<file path="src/rtl/tt_um_prg_core.sv">
// Boolean pseudo-random generator: 32-bit Fibonacci LFSR, filtered into a keystream byte.
// Build option PRG_NONLINEAR_FILTER_EN selects the nonlinear filter; otherwise the keystream is s[0].
module tt_um_prg_core (
    input  logic       clk,
    input  logic       rst_n,
    input  logic       ena,
    input  logic [7:0] ui_in,
    input  logic [7:0] uio_in,
    output logic [7:0] uo_out,
    output logic [7:0] uio_out,
    output logic [7:0] uio_oe
);

    localparam logic [31:0] SEED0 = 32'hACE1_2468;

    logic [31:0] s;
    logic [7:0]  ks;
    logic        step_d;

    logic        run;
    logic        load;
    logic [1:0]  load_idx;
    logic        out_sel;
    logic        step_req;
    logic        step_en;
    logic        fb;
    logic        z;
    logic [31:0] s_loaded;
    logic [31:0] s_load_val;
    logic        unused_ui;

    assign run      = ui_in[0];
    assign load     = ui_in[1];
    assign load_idx = ui_in[3:2];
    assign out_sel  = ui_in[4];
    assign step_req = ui_in[5];
    assign unused_ui = &{1'b0, ui_in[7:6]};

    assign step_en = ena & ~load & (run | (step_req & ~step_d));
    assign fb      = s[31] ^ s[21] ^ s[1] ^ s[0];

`ifdef PRG_NONLINEAR_FILTER_EN
    assign z = s[0] ^ s[9] ^ (s[4] & s[17]) ^ (s[12] & s[23] & s[30]);
`else
    assign z = s[0];
`endif

    // An all-zero state would lock the LFSR forever, so a load that produces it reseeds instead.
    always_comb begin
        s_loaded = s;
        s_loaded[{load_idx, 3'b000} +: 8] = uio_in;
        s_load_val = (s_loaded == 32'h0) ? SEED0 : s_loaded;
    end

    always_ff @(posedge clk or negedge rst_n) begin
        if (!rst_n) begin
            s      <= SEED0;
            ks     <= 8'h00;
            step_d <= 1'b0;
        end else if (ena) begin
            step_d <= step_req;
            if (load) begin
                s <= s_load_val;
            end else if (step_en) begin
                s  <= {s[30:0], fb};
                ks <= {ks[6:0], z};
            end
        end
    end

    assign uo_out  = out_sel ? s[7:0] : ks;
    assign uio_out = 8'h00;
    assign uio_oe  = 8'h00;

endmodule

</file>
<file path="config.mk">
export PLATFORM = sky130hd
export DESIGN_NAME = tt_um_prg_core
export DESIGN_NICKNAME = d
export VERILOG_FILES = /design/src/rtl/tt_um_prg_core.sv
export SDC_FILE = /design/constraint.sdc
export NUM_CORES = 1
export LEC_CHECK = 0
export BUFFER_PORTS_ARGS = -buffer_cell sky130_fd_sc_hd__buf_4
export CELL_PAD_IN_SITES_DETAIL_PLACEMENT = 1
export CELL_PAD_IN_SITES_GLOBAL_PLACEMENT = 1
export CORE_ASPECT_RATIO = 0.75
export CORE_MARGIN = 2
export CORE_UTILIZATION = 40
export CTS_BUF_LIST = sky130_fd_sc_hd__clkbuf_8
export CTS_CLUSTER_SIZE = 8
export DETAILED_ROUTE_END_ITERATION = 8
export PLACE_DENSITY_LB_ADDON = 0.3
export SLEW_MARGIN = 25
export SYNTH_ARGS = -nofsm -noshare
export SYNTH_HDL_FRONTEND = slang
export SYNTH_SLANG_ARGS = --single-unit
export TNS_END_PERCENT = 20
</file>
<file path="constraint.sdc">
create_clock -name clk -period 2.7 [get_ports clk]
set_input_delay 0.27 -clock clk [delete_from_list [all_inputs] [get_ports clk]]
set_output_delay 0.27 -clock clk [all_outputs]
set_load 0.05 [all_outputs]
</file>
Yosys cells after proc, flatten, opt, wreduce, memory -nomap -nowiden. Cells that the tools add are included.

Magnitude comparators: 0. Bitwise gates (word level): 9. Add/sub/neg operators: 1. Reduce and logical (&&, ||, !) cells: 4. Mux-type cells: 5. Equality and inequality tests: 0. Div/mod/pow operators: 0. Shift-type cells: 2. $mul: 0.

Operators by type and width (number): 2-to-1 mux 32 bit (3); bitwise mux 32 bit (1); zero test 32 bit (1); variable shift 8 x 7 -> 32 bit (first input constant) (1); variable part select 8 x 7 -> 32 bit (1); 2-to-1 mux 8 bit (1); negation 5 -> 7 bit (1); AND 1 bit (3); AND reduction 3 bit (1); XOR 1 bit (3); inverter 1 bit (2); AND reduction 2 bit (1); nonzero test 2 bit (1); OR 1 bit (1).

Word-level logic and storage cells: 24. Register bits after elaboration: 41. Bits in latches: 0. Memory bits (read-only): 0. Memory bits (writable): 0. Memories kept: 0. Bits of input ports: 19.

Logic depth before layout (Yosys ltp).
Depth after elaboration: 6. Mapped depth: 11.

Worst setup path before layout. No wires, ideal clock.

Kind: input -> register. From: input ui_in[2]. To: register s[10]. Stages on the path: 11. Library setup time: 0.074 ns. Data arrival time: 2.371 ns. Path slack: 0.254 ns. Cells stage by stage: inv_1 ha_1 buf_2 nor4bb_1 clkbuf_1 a22oi_1 nand4_1 or4_1 o311a_4 buf_6 a31oi_4.

Longest elaborated chain between the ends: 6. Elaborated cells on any way between the ends: 7.

RTL lines: from (decl) (line 7) `input logic [7:0] ui_in,`; negation 5 -> 7 bit * (line 51) `s_loaded[{load_idx, 3'b000} +: 8] = uio_in;`; variable part select 8 x 7 -> 32 bit / variable shift 8 x 7 -> 32 bit (equally long branches) (line 51); bitwise mux 32 bit * (line 51); zero test 32 bit (line 52) `s_load_val = (s_loaded == 32'h0) ? SEED0 : s_loaded;`; 2-to-1 mux 32 bit * (line 52); 2-to-1 mux 32 bit * (line 62) `if (load) begin`; to (signal assigned) (line 63) `s <= s_load_val;`; to (signal assigned) (line 65) `s <= {s[30:0], fb};`; to (decl) (line 16) `logic [31:0] s;`.

Mark *: on every way between the ends. The rest lies on a longest branch, timed or not. A chain may end at the register's enable or synchronous reset.

Final worst setup path.
From: register s[17]. To: register s[3].

Longest elaborated chain between the ends: 4.

RTL lines (line): bitwise mux 32 bit (51); zero test 32 bit (52); 2-to-1 mux 32 bit (52); 2-to-1 mux 32 bit (62).

No other way between the ends.

==> flow_metrics.env <==
export IMPL_fin_util_pct=48.1
export IMPL_place_congestion=0.870
export IMPL_reg2reg_depth=6
export IMPL_avgSynthCellArea_sq_um=9.64
export IMPL_rsz0062_at_grt="no"
export IMPL_synth_cell_type_count=48
export IMPL_p_int_mw=1.50
export IMPL_ir_drop_mv=0.287
export IMPL_startpoint="s[17]"
export IMPL_critical_path_max_stage_delay_ns=0.57
export IMPL_r2r_setup_slack_ns=0.07
export IMPL_groute_usage_overall_pct=23.1
export IMPL_wl_per_cell_microns=20.9
export IMPL_gr_total_overflow=0
export IMPL_clock_latency_ns=0.30
export IMPL_synth_common_cells="o21ai_0, a22oi_1, dfrtp_1"
export IMPL_crit_type="flip-flop to flip-flop"
export IMPL_die_width_microns=97.8
export IMPL_hold_buffers=1
export IMPL_fp_row_count=25
export IMPL_cp_max_fo=13
export IMPL_crit_slowest_cell="or4_1"
export IMPL_drt_initial_drc_count=122
export IMPL_finalSetupViolCount=0
export IMPL_via_per_inst=6.18
export IMPL_fin_skew_ns=0.00613
export IMPL_postCtsSetupBuffers=0
export IMPL_grt_start_max_net_pins=42
export IMPL_hp_start="ui_in[5]"
export IMPL_min_period_over_period_pct=97.4
export IMPL_maxCapViolations=0
export IMPL_seq_power_share_pct=42.5
export IMPL_path_cells="or4_1 -> o31ai_2 -> nand4_1 -> or4_1 -> o311a_4 -> a21oi_1"
export IMPL_ys_ff_latch=41
export IMPL_worstSetupStartpointType="flip-flop"
export IMPL_grt_pass1_vias=2295
export IMPL_synthDominantCellAreaShare_pct=26.5
export IMPL_reg2reg_from="s[17]"
export IMPL_worstHoldPathType="input port to flip-flop"
export IMPL_power_mw=2.47
export IMPL_portBuffers=24
export IMPL_slew_headroom_pct=59.8
export IMPL_required_ns=2.93
export IMPL_wl_microns=8110
export IMPL_worst_pin_slew_ns=0.599
export IMPL_period_minus_slack_ns=2.63
export IMPL_power_frac_clock_pct=21.7
export IMPL_synth_edf_count=0
export IMPL_synth_area_leader_cell="dfrtp_1"
export IMPL_dp_hpwl_microns=5630
export IMPL_root_buffer="clkbuf_8"
export IMPL_placed_area_sq_um=2920
export IMPL_p_sw_mw=0.968
export IMPL_initial_core_util_pct=41.6
export IMPL_ys_flop_type="dfrtp_1"
export IMPL_antenna_found_initial=0
export IMPL_yosysSeqAreaShare_pct=39.5
export IMPL_endpoint_kind="flip-flop"
export IMPL_synthToLayoutAreaGrowth_pct=15.6
export IMPL_core_sq_um=6350
export IMPL_cts_resized=0
export IMPL_cts_htree_levels=2
export IMPL_grt_pass1_wl_microns=13100
export IMPL_num_vias=2399
export IMPL_async_flop_share_pct=100
export IMPL_power_leakage_nw=1.22
export IMPL_fin_setup_tns_ns=0
export IMPL_die_h_microns=74.4
export IMPL_cts_buffers=5
export IMPL_p_sw_share_pct=39.2
export IMPL_max_freq_mhz=380
export IMPL_synthTopCellsByArea="dfrtp_1, dfstp_2, a22oi_1"
export IMPL_hold_viol=0
export IMPL_dieArea_sq_um=7280
export IMPL_synth_area_sq_um=2640
export IMPL_arrival_ns=2.86
export IMPL_ant_nets=0
export IMPL_cts_sinks=41
export IMPL_firstDrtPassIters=4
export IMPL_cts_tree="built"
export IMPL_min_path_cells=2
export IMPL_cpMostUsedCell="or4_1"
export IMPL_synth_most_common_cell="o21ai_0"
export IMPL_drc_errors=0
export IMPL_synth_warnings=0
export IMPL_drv_slew=0
export IMPL_io_pins=43
export IMPL_clk_pin_slew_ns=0.09
export IMPL_n_antenna_cell=0
export IMPL_status="completed"
export IMPL_final_nets=330
export IMPL_clk_path_buf_depth=2
export IMPL_p_comb_share_pct=35.8
export IMPL_drive_gt1_share_pct=29.6
export IMPL_synthCells=274
export IMPL_pwr_density_cell_nw_per_um2=808
export IMPL_final_area_sq_um=3050
-- power by group through the flow --
stage / Combinational, mW / Clock (mW) / Sequential [mW]
after floorplan: 0.684 / 0 / 0.976
after global placement: 0.856 / 0 / 1.04
after detailed placement: 0.881 / 0 / 1.05
after CTS: 0.886 / 0.541 / 1.04
after global routing: 0.959 / 0.570 / 1.08
final: 0.883 / 0.535 / 1.05
-- critical path, delay by kind of cell (launching register included) --
| kind | cells | cell delay [ns] |
|---|---|---|
| flops | 1 | 0.41 |
| simple gates | 3 | 1.26 |
| compound gates | 3 | 0.89 |
-- layout make-up --
| type | instances | area (sq um) |
|---|---|---|
| Fill cell | 749 | 3300 |
| Clock buffer | 6 | 82.6 |
| Multi-Input combinational cell | 209 | 1450 |
| Clock inverter | 2 | 37.5 |
| Inverter | 9 | 33.8 |
| Tap cell | 81 | 101 |
| Timing Repair Buffer | 40 | 303 |
| Sequential cell | 41 | 1040 |
-- routing by layer --
layer / vias up / wire length [microns] / GRT usage, %
li1: 1087 / - / -
met2: 65 / 3760 / 35.3
met3: 6 / 396 / 3.95
met4: 0 / 57 / 4.94
met5: - / 0 / 0
met1: 1241 / 3890 / 34.7
-- kinds of logic (layout without fill, tap and decap cells) --
family | Yosys count | after routing | synth area share (%)
DFF | 41 | 41 | 39.5
AOI/OAI and AO/OA | 108 | 108 | 28.9
other | 1 | 16 | 0.142
buffers and inverters | 39 | 57 | 8.15
xor gates and xnor gates | 2 | 2 | 0.663
muxes | 17 | 17 | 7.25
and+or+nand+nor | 61 | 61 | 13.0
adders and majority gates | 5 | 5 | 2.37
-- metrics by stage --
step	hold slack [ns]	setup slack, ns	instances
2_1_floorplan	-0.0256	0.254	289
3_3_place_gp	0.290	0.126	379
3_5_place_dp	0.296	0.0564	379
4_1_cts	0.217	0.0862	388
5_1_grt	0.217	0.00725	388
6_report	0.218	0.0689	388
-- path summary, 6_finish.rpt --
path,endpoint
setup reg to reg,s[3]
hold / removal,step_d
max in group asynchronous,s[16]
min in group asynchronous,s[9]
hold reg to reg,ks[7]
setup / recovery,s[3]
-- placed cells by master, fill, tap and decap left out, types with 3 or more instances in the layout --
cell      Yosys  routed
a21oi_1       8       8
a21oi_2       9       9
a22oi_1      29      29
a32oi_1       9       9
buf_4        16      39
clkbuf_8      0       6
conb_1        1      16
dfrtp_1      28      28
dfstp_2      13      13
ha_1          5       5
inv_1         8       8
mux2_2       17      17
nand2_1       8       8
nand3_1       6       6
nor2_1       10      10
nor2b_1       3       3
nor3_1        4       4
nor4_1        3       3
o21ai_0      36      36
or3_1        13      13
or4_1         4       4
-- state kept, by name (all words and copies together) (netlist names) --
signal,flops
step_d,1
ks,8
s,32
Note: power is estimated with default switching activity, not from simulation.
